--- src/rtl/sprite_blitter_if.sv ---
// Sprite blitter bus: draw request, sprite ROM port, frame-buffer write port
// and status.
//   master : drawing client (start/pos, ROM data, frame-buffer ready)
//   slave  : the blitter (ROM address, frame-buffer write, busy/done)
interface sprite_blitter_if #(
  parameter int unsigned DATA_WIDTH = 8
) ();

  logic                  start;
  logic [9:0]            pos_x;
  logic [9:0]            pos_y;
  logic [9:0]            rom_addr;
  logic [DATA_WIDTH-1:0] rom_data;
  logic                  fb_we;
  logic                  fb_ready;
  logic [9:0]            fb_x;
  logic [9:0]            fb_y;
  logic [DATA_WIDTH-1:0] fb_color;
  logic                  busy;
  logic                  done;

  modport master (
    output start, pos_x, pos_y, rom_data, fb_ready,
    input  rom_addr, fb_we, fb_x, fb_y, fb_color, busy, done
  );

  modport slave (
    input  start, pos_x, pos_y, rom_data, fb_ready,
    output rom_addr, fb_we, fb_x, fb_y, fb_color, busy, done
  );

endinterface

--- src/rtl/sprite_blitter.sv ---
// Sprite blitter: copies an SPR_W x SPR_H sprite from a combinational ROM
// into a frame buffer at (pos_x, pos_y), row-major, skipping the transparent
// colour key and pixels that fall off the visible screen.
//   clk   : single clock, rising edge
//   reset : synchronous, active-high
//   bus   : sprite_blitter_if.slave (start/pos in, rom_addr out, rom_data in,
//           fb_we/fb_x/fb_y/fb_color out with fb_ready backpressure,
//           busy/done status out)
module sprite_blitter #(
  parameter int unsigned SPR_W       = 30,
  parameter int unsigned SPR_H       = 30,
  parameter int unsigned DATA_WIDTH  = 8,
  parameter logic [DATA_WIDTH-1:0] TRANSPARENT = 8'h2b,
  parameter int unsigned SCREEN_W    = 640,
  parameter int unsigned SCREEN_H    = 480
) (
  input  logic             clk,
  input  logic             reset,
  sprite_blitter_if.slave  bus
);

  localparam int unsigned COORD_W = 10;
  localparam int unsigned SUM_W   = COORD_W + 1;
  localparam int unsigned COL_W   = (SPR_W > 1) ? $clog2(SPR_W) : 1;
  localparam int unsigned ROW_W   = (SPR_H > 1) ? $clog2(SPR_H) : 1;

  typedef enum logic [1:0] {
    IDLE,
    RUN,
    DRAIN
  } state_t;

  state_t                 state, state_nx;
  logic [COL_W-1:0]       col, col_nx;
  logic [ROW_W-1:0]       row, row_nx;
  logic [COORD_W-1:0]     org_x, org_x_nx;
  logic [COORD_W-1:0]     org_y, org_y_nx;
  logic                   we, we_nx;
  logic [COORD_W-1:0]     wx, wx_nx;
  logic [COORD_W-1:0]     wy, wy_nx;
  logic [DATA_WIDTH-1:0]  wc, wc_nx;
  logic                   done_q, done_nx;

  logic                   adv;
  logic                   last_col;
  logic                   last_row;
  logic [SUM_W-1:0]       sum_x;
  logic [SUM_W-1:0]       sum_y;
  logic                   onscreen;

  // Screen coordinate of the current pixel, one bit wider so clipping sees
  // positions beyond the 10-bit range.
  assign sum_x    = SUM_W'(org_x) + SUM_W'(col);
  assign sum_y    = SUM_W'(org_y) + SUM_W'(row);
  assign onscreen = (sum_x < SUM_W'(SCREEN_W)) && (sum_y < SUM_W'(SCREEN_H));

  assign last_col = (col == COL_W'(SPR_W - 1));
  assign last_row = (row == ROW_W'(SPR_H - 1));

  // ROM is addressed only while scanning; parked at 0 otherwise.
  assign bus.rom_addr = (state == RUN)
                      ? COORD_W'(32'(row) * SPR_W + 32'(col))
                      : '0;

  assign bus.fb_we    = we;
  assign bus.fb_x     = wx;
  assign bus.fb_y     = wy;
  assign bus.fb_color = wc;
  assign bus.busy     = (state != IDLE);
  assign bus.done     = done_q;

  // State register.
  always_ff @(posedge clk) begin
    if (reset) begin
      state <= IDLE;
    end else begin
      state <= state_nx;
    end
  end

  // Next-state, scan counters and output-register next values.
  always_comb begin
    state_nx = state;
    col_nx   = col;
    row_nx   = row;
    org_x_nx = org_x;
    org_y_nx = org_y;
    we_nx    = we;
    wx_nx    = wx;
    wy_nx    = wy;
    wc_nx    = wc;
    done_nx  = 1'b0;
    adv      = 1'b0;

    unique case (state)
      IDLE: begin
        if (bus.start) begin
          org_x_nx = bus.pos_x;
          org_y_nx = bus.pos_y;
          col_nx   = '0;
          row_nx   = '0;
          state_nx = RUN;
        end
      end

      RUN: begin
        // A pending write must be taken before the register is reloaded.
        adv = !we || bus.fb_ready;
        if (adv) begin
          wx_nx = sum_x[COORD_W-1:0];
          wy_nx = sum_y[COORD_W-1:0];
          wc_nx = bus.rom_data;
          we_nx = (bus.rom_data != TRANSPARENT) && onscreen;
          if (last_col) begin
            col_nx = '0;
            if (last_row) begin
              state_nx = DRAIN;
            end else begin
              row_nx = row + ROW_W'(1);
            end
          end else begin
            col_nx = col + COL_W'(1);
          end
        end
      end

      DRAIN: begin
        // Wait for the final pixel (if any) to be accepted, then finish.
        if (!we || bus.fb_ready) begin
          we_nx    = 1'b0;
          done_nx  = 1'b1;
          state_nx = IDLE;
        end
      end

      default: begin
        state_nx = IDLE;
      end
    endcase
  end

  // Datapath registers.
  always_ff @(posedge clk) begin
    if (reset) begin
      col    <= '0;
      row    <= '0;
      org_x  <= '0;
      org_y  <= '0;
      we     <= 1'b0;
      wx     <= '0;
      wy     <= '0;
      wc     <= '0;
      done_q <= 1'b0;
    end else begin
      col    <= col_nx;
      row    <= row_nx;
      org_x  <= org_x_nx;
      org_y  <= org_y_nx;
      we     <= we_nx;
      wx     <= wx_nx;
      wy     <= wy_nx;
      wc     <= wc_nx;
      done_q <= done_nx;
    end
  end

endmodule

--- src/flat_wrapper.sv ---
// flat-port wrapper written by rule: the top's interface ports become plain ports
module sprite_blitter_flat 
#(
  parameter int unsigned SPR_W       = 30,
  parameter int unsigned SPR_H       = 30,
  parameter int unsigned DATA_WIDTH  = 8,
  parameter logic [DATA_WIDTH-1:0] TRANSPARENT = 8'h2b,
  parameter int unsigned SCREEN_W    = 640,
  parameter int unsigned SCREEN_H    = 480
)
  (clk, reset, bus_start, bus_pos_x, bus_pos_y, bus_rom_data, bus_fb_ready, bus_rom_addr, bus_fb_we, bus_fb_x, bus_fb_y, bus_fb_color, bus_busy, bus_done);
  sprite_blitter_if #(.DATA_WIDTH(DATA_WIDTH)) bus_i ();
  input  logic clk;
  input  logic reset;
  input wire logic [$bits(bus_i.start)-1:0] bus_start;
  input wire logic [$bits(bus_i.pos_x)-1:0] bus_pos_x;
  input wire logic [$bits(bus_i.pos_y)-1:0] bus_pos_y;
  input wire logic [$bits(bus_i.rom_data)-1:0] bus_rom_data;
  input wire logic [$bits(bus_i.fb_ready)-1:0] bus_fb_ready;
  output wire logic [$bits(bus_i.rom_addr)-1:0] bus_rom_addr;
  output wire logic [$bits(bus_i.fb_we)-1:0] bus_fb_we;
  output wire logic [$bits(bus_i.fb_x)-1:0] bus_fb_x;
  output wire logic [$bits(bus_i.fb_y)-1:0] bus_fb_y;
  output wire logic [$bits(bus_i.fb_color)-1:0] bus_fb_color;
  output wire logic [$bits(bus_i.busy)-1:0] bus_busy;
  output wire logic [$bits(bus_i.done)-1:0] bus_done;
  assign bus_i.start = bus_start;
  assign bus_i.pos_x = bus_pos_x;
  assign bus_i.pos_y = bus_pos_y;
  assign bus_i.rom_data = bus_rom_data;
  assign bus_i.fb_ready = bus_fb_ready;
  assign bus_rom_addr = bus_i.rom_addr;
  assign bus_fb_we = bus_i.fb_we;
  assign bus_fb_x = bus_i.fb_x;
  assign bus_fb_y = bus_i.fb_y;
  assign bus_fb_color = bus_i.fb_color;
  assign bus_busy = bus_i.busy;
  assign bus_done = bus_i.done;
  sprite_blitter #(.SPR_W(SPR_W), .SPR_H(SPR_H), .DATA_WIDTH(DATA_WIDTH), .TRANSPARENT(TRANSPARENT), .SCREEN_W(SCREEN_W), .SCREEN_H(SCREEN_H)) u_core (.clk(clk), .reset(reset), .bus(bus_i));
endmodule
--- config.mk ---
export PLATFORM = sky130hd
export DESIGN_NAME = sprite_blitter_flat
export DESIGN_NICKNAME = d
export VERILOG_FILES = /design/src/rtl/sprite_blitter_if.sv /design/src/rtl/sprite_blitter.sv /design/src/flat_wrapper.sv
export SDC_FILE = /design/constraint.sdc
export NUM_CORES = 1
export LEC_CHECK = 0
export ABC_AREA = 1
export BUFFER_PORTS_ARGS = -buffer_cell sky130_fd_sc_hd__buf_4
export CAP_MARGIN = 5
export CORE_UTILIZATION = 56
export CTS_BUF_LIST = sky130_fd_sc_hd__clkbuf_16
export DETAILED_ROUTE_END_ITERATION = 12
export GPL_ROUTABILITY_DRIVEN = 0
export PLACE_DENSITY = 0.79
export SLEW_MARGIN = 20
export SYNTH_ARGS = -nofsm -noshare
export SYNTH_HDL_FRONTEND = slang
export SYNTH_SLANG_ARGS = --single-unit
--- constraint.sdc ---
create_clock -name clk -period 4.2 [get_ports clk]
set_input_delay 0.21 -clock clk [delete_from_list [all_inputs] [get_ports clk]]
set_output_delay 0.21 -clock clk [all_outputs]
set_load 0.02 [all_outputs]
==> run_results.csv <==
group,metric,value,unit
placement,post-place-ws,721,ps
synth,synthArstFlopShare,0,%
global_routing,first_global_vias,3708,
run_status,outcome,"finished, final reports clean",
synth,ys_ff_latch,62,
clock_tree,path_clk_slew,50,ps
global_routing,antenna_found_initial,0,
hold_path,min_path_cells,3,
timing,hold_viol,0,
cells_and_area,post-route-util,71.3,%
clock_tree,clk_path_buf_depth,2,
timing,maxSlewViolCount,0,
worst_setup_path,r2r_setup_slack,1610,ps
flow_run,drv_cap,0,
synth,postSynthAreaPerCell,6.89,um^2
timing,fin_ws,368,ps
timing,tightest_slew,910,ps
cells_and_area,num_antenna_cells,0,
cells_and_area,drive_above_1_share,15.6,%
timing,finalSetupViolCount,0,
synth,syn_inst,577,
synth,synthFlopType,"dfxtp_1",
hold_path,min_to,"u_core.bus.fb_color[4]",
clock_tree,cts-root-buf,"clkbuf_16",
floorplan,die_y,86.3,um
hold_path,worstHoldPathType,"primary input to flip-flop",
cells_and_area,areaGrowthSynthToFinish,22.6,%
clock_tree,cts_made_buffers,9,
drt,drt_iter0_markers,155,
drt,drc,0,
floorplan,ioPinCount,73,
timing,skew,7.17,ps
drt,wl,9730,um
timing,min_period,3830,ps
clock_tree,cts_resized,0,
clock_tree,htree_levels,3,
floorplan,core,6830,um^2
timing,rsz0062_at_grt,"false",
global_routing,grt_max_degree,45,
clock_tree,cts_tree,"yes",
power_and_ir_drop,peakVddDrop,0.380,mV
global_routing,grt_pass1_wl,16500,um
synth,synth_cell_types,26,
hold_path,hp-start,"bus_rom_data[4]",
synth,syn_nets,654,
timing,hold_slack,119,ps
worst_setup_path,r2r_end,"u_core.row[3]",
clock_tree,cts.sinks,62,
floorplan,die_x,86.3,um
timing,timing.setup.tns,0,ps
worst_setup_path,r2r-start,"u_core.state[0]",
synth,ys_seq_area_share,31.2,%
global_routing,grt-ovfl-total,0,
floorplan,rows,30,
clock_tree,cts_setup_buffers,0,
drt,antenna_left,0,
cells_and_area,final_cell_mix,"nand2_1 (105), nor2_1 (99), inv_1 (74)",
timing,clock.fmax,261,MHz
worst_setup_path,rr_worst_depth,7,
drt,met3WireLength,564,um
cells_and_area,fillers,566,
drt,dr.pass1.iters,4,
drt,wire_per_inst,13.1,um
worst_setup_path,worstSetupEndpointType,"output port",
floorplan,start_util,58.2,%
clock_tree,insertion_delay,320,ps
synth,synth_edf_count,0,
drt,wl_met1,4430,um
synth,synth_warnings,0,
clock_tree,cts_hold_buffers,0,
worst_setup_path,cp-start-kind,"flip-flop",
placement,hpwl,7040,um
drt,via_per_inst,5.15,
worst_setup_path,critPathMaxFanout,8,
worst_setup_path,arrival,3620,ps
floorplan,die-area,7440,um^2
timing,period_share,91.2,%
timing,slew-limit-headroom,39.2,%
worst_setup_path,required,3990,ps
cells_and_area,final_common_cell,"nand2_1",
global_routing,gr-usage-all-layers,28.0,%
cells_and_area,fin_nets,720,
drt,topRoutingLayerUsed,"met4",
drt,wl_met2,4540,um
drt,num_vias,3829,
placement,port_buffers,72,
worst_setup_path,critical_path_class,"flip-flop to output port",
power_and_ir_drop,cellLeakagePower,0.00256,uW
synth,syn_area,3980,um^2
power_and_ir_drop,p_per_area,594,nW/um^2
==> stage by stage <==
stage                     power (uW)  cell area (um^2)  instances
after floorplan                 1720              3980        577
after global placement          2100              4570        728
after detailed placement        2130              4570        728
after CTS                       2910              4870        743
after global routing            3100              4870        743
final                           2900              4870        743
==> layout make-up <==
cell class,instances,area (um^2),share of cell area (%)
multi-input combinational,419,2370,48.7
inverter,79,297,6.08
tap,96,120,2.46
clock buffer,9,225,4.62
clock inverter,6,77.6,1.59
timing repair buffer,72,541,11.1
sequential,62,1240,25.5
==> worst max-delay path by stage <==
stage	startpoint	endpoint	slack, ps	depth (start not counted)
after floorplan	u_core.row[1]	bus_rom_addr[9]	880	14
after global placement	u_core.row[1]	bus_rom_addr[9]	840	16
after detailed placement	u_core.row[1]	bus_rom_addr[9]	720	16
after CTS	u_core.row[1]	bus_rom_addr[9]	350	16
after global routing	u_core.row[1]	bus_rom_addr[9]	70	16
final	u_core.row[1]	bus_rom_addr[9]	370	16
==> logic make-up after synthesis <==
group	share of synthesized area, %
compound gates	12.5
xor+xnor	2.86
fa+ha+maj	16.0
buf+inv	9.13
flops	31.2
simple gates	28.3
==> layer usage <==
metal | GRT usage [%] | up-vias
li1 | - | 1968
met1 | 35.4 | 1748
met2 | 46.6 | 98
met3 | 6.00 | 15
met4 | 11.1 | 0
met5 | 0 | -
==> state kept, by name (all words and copies together) (netlist names) <==
signal	count
u_core.bus.done	1
u_core.bus.fb_color	8
u_core.bus.fb_we	1
u_core.bus.fb_x	10
u_core.bus.fb_y	10
u_core.col	5
u_core.org_x	10
u_core.org_y	10
u_core.row	5
u_core.state	2
==> report_power, final <==
| part | internal (uW) | switching, uW |
|---|---|---|
| clock network | 509 | 253 |
| registers | 779 | 142 |
| logic | 447 | 768 |
| total | 1730 | 1160 |
==> critical path, stage by stage, from the launching register on <==
cell and delay, ps:
dfxtp_1 530, fa_1 500, inv_1 80, fa_1 430, fa_1 490, inv_1 50
ha_1 300, o21ai_0 90, nand2_1 100, nand2_1 60, nor2_1 140, nand2_1 80
nor2_1 130, nand2_1 70, nand2_1 60, nor2_1 40, buf_4 150
==> synth_stat cells, types with 4 or more instances <==
| master | number | area [um^2] |
|---|---|---|
| inv_1 | 75 | 282 |
| dfxtp_1 | 62 | 1240 |
| inv_2 | 4 | 15.0 |
| nand4_1 | 5 | 31.3 |
| nand2_1 | 105 | 394 |
| nor2_1 | 99 | 372 |
| o211ai_1 | 6 | 45.0 |
| o21ai_0 | 50 | 250 |
| ha_1 | 35 | 438 |
| clkbuf_1 | 15 | 56.3 |
| xor2_1 | 6 | 52.6 |
| fa_1 | 10 | 200 |
| xnor2_1 | 7 | 61.3 |
| nand3_1 | 41 | 205 |
| nor3_1 | 5 | 25.0 |
| a21oi_1 | 31 | 155 |
No activity file was read; power rests on OpenSTA's default activity.
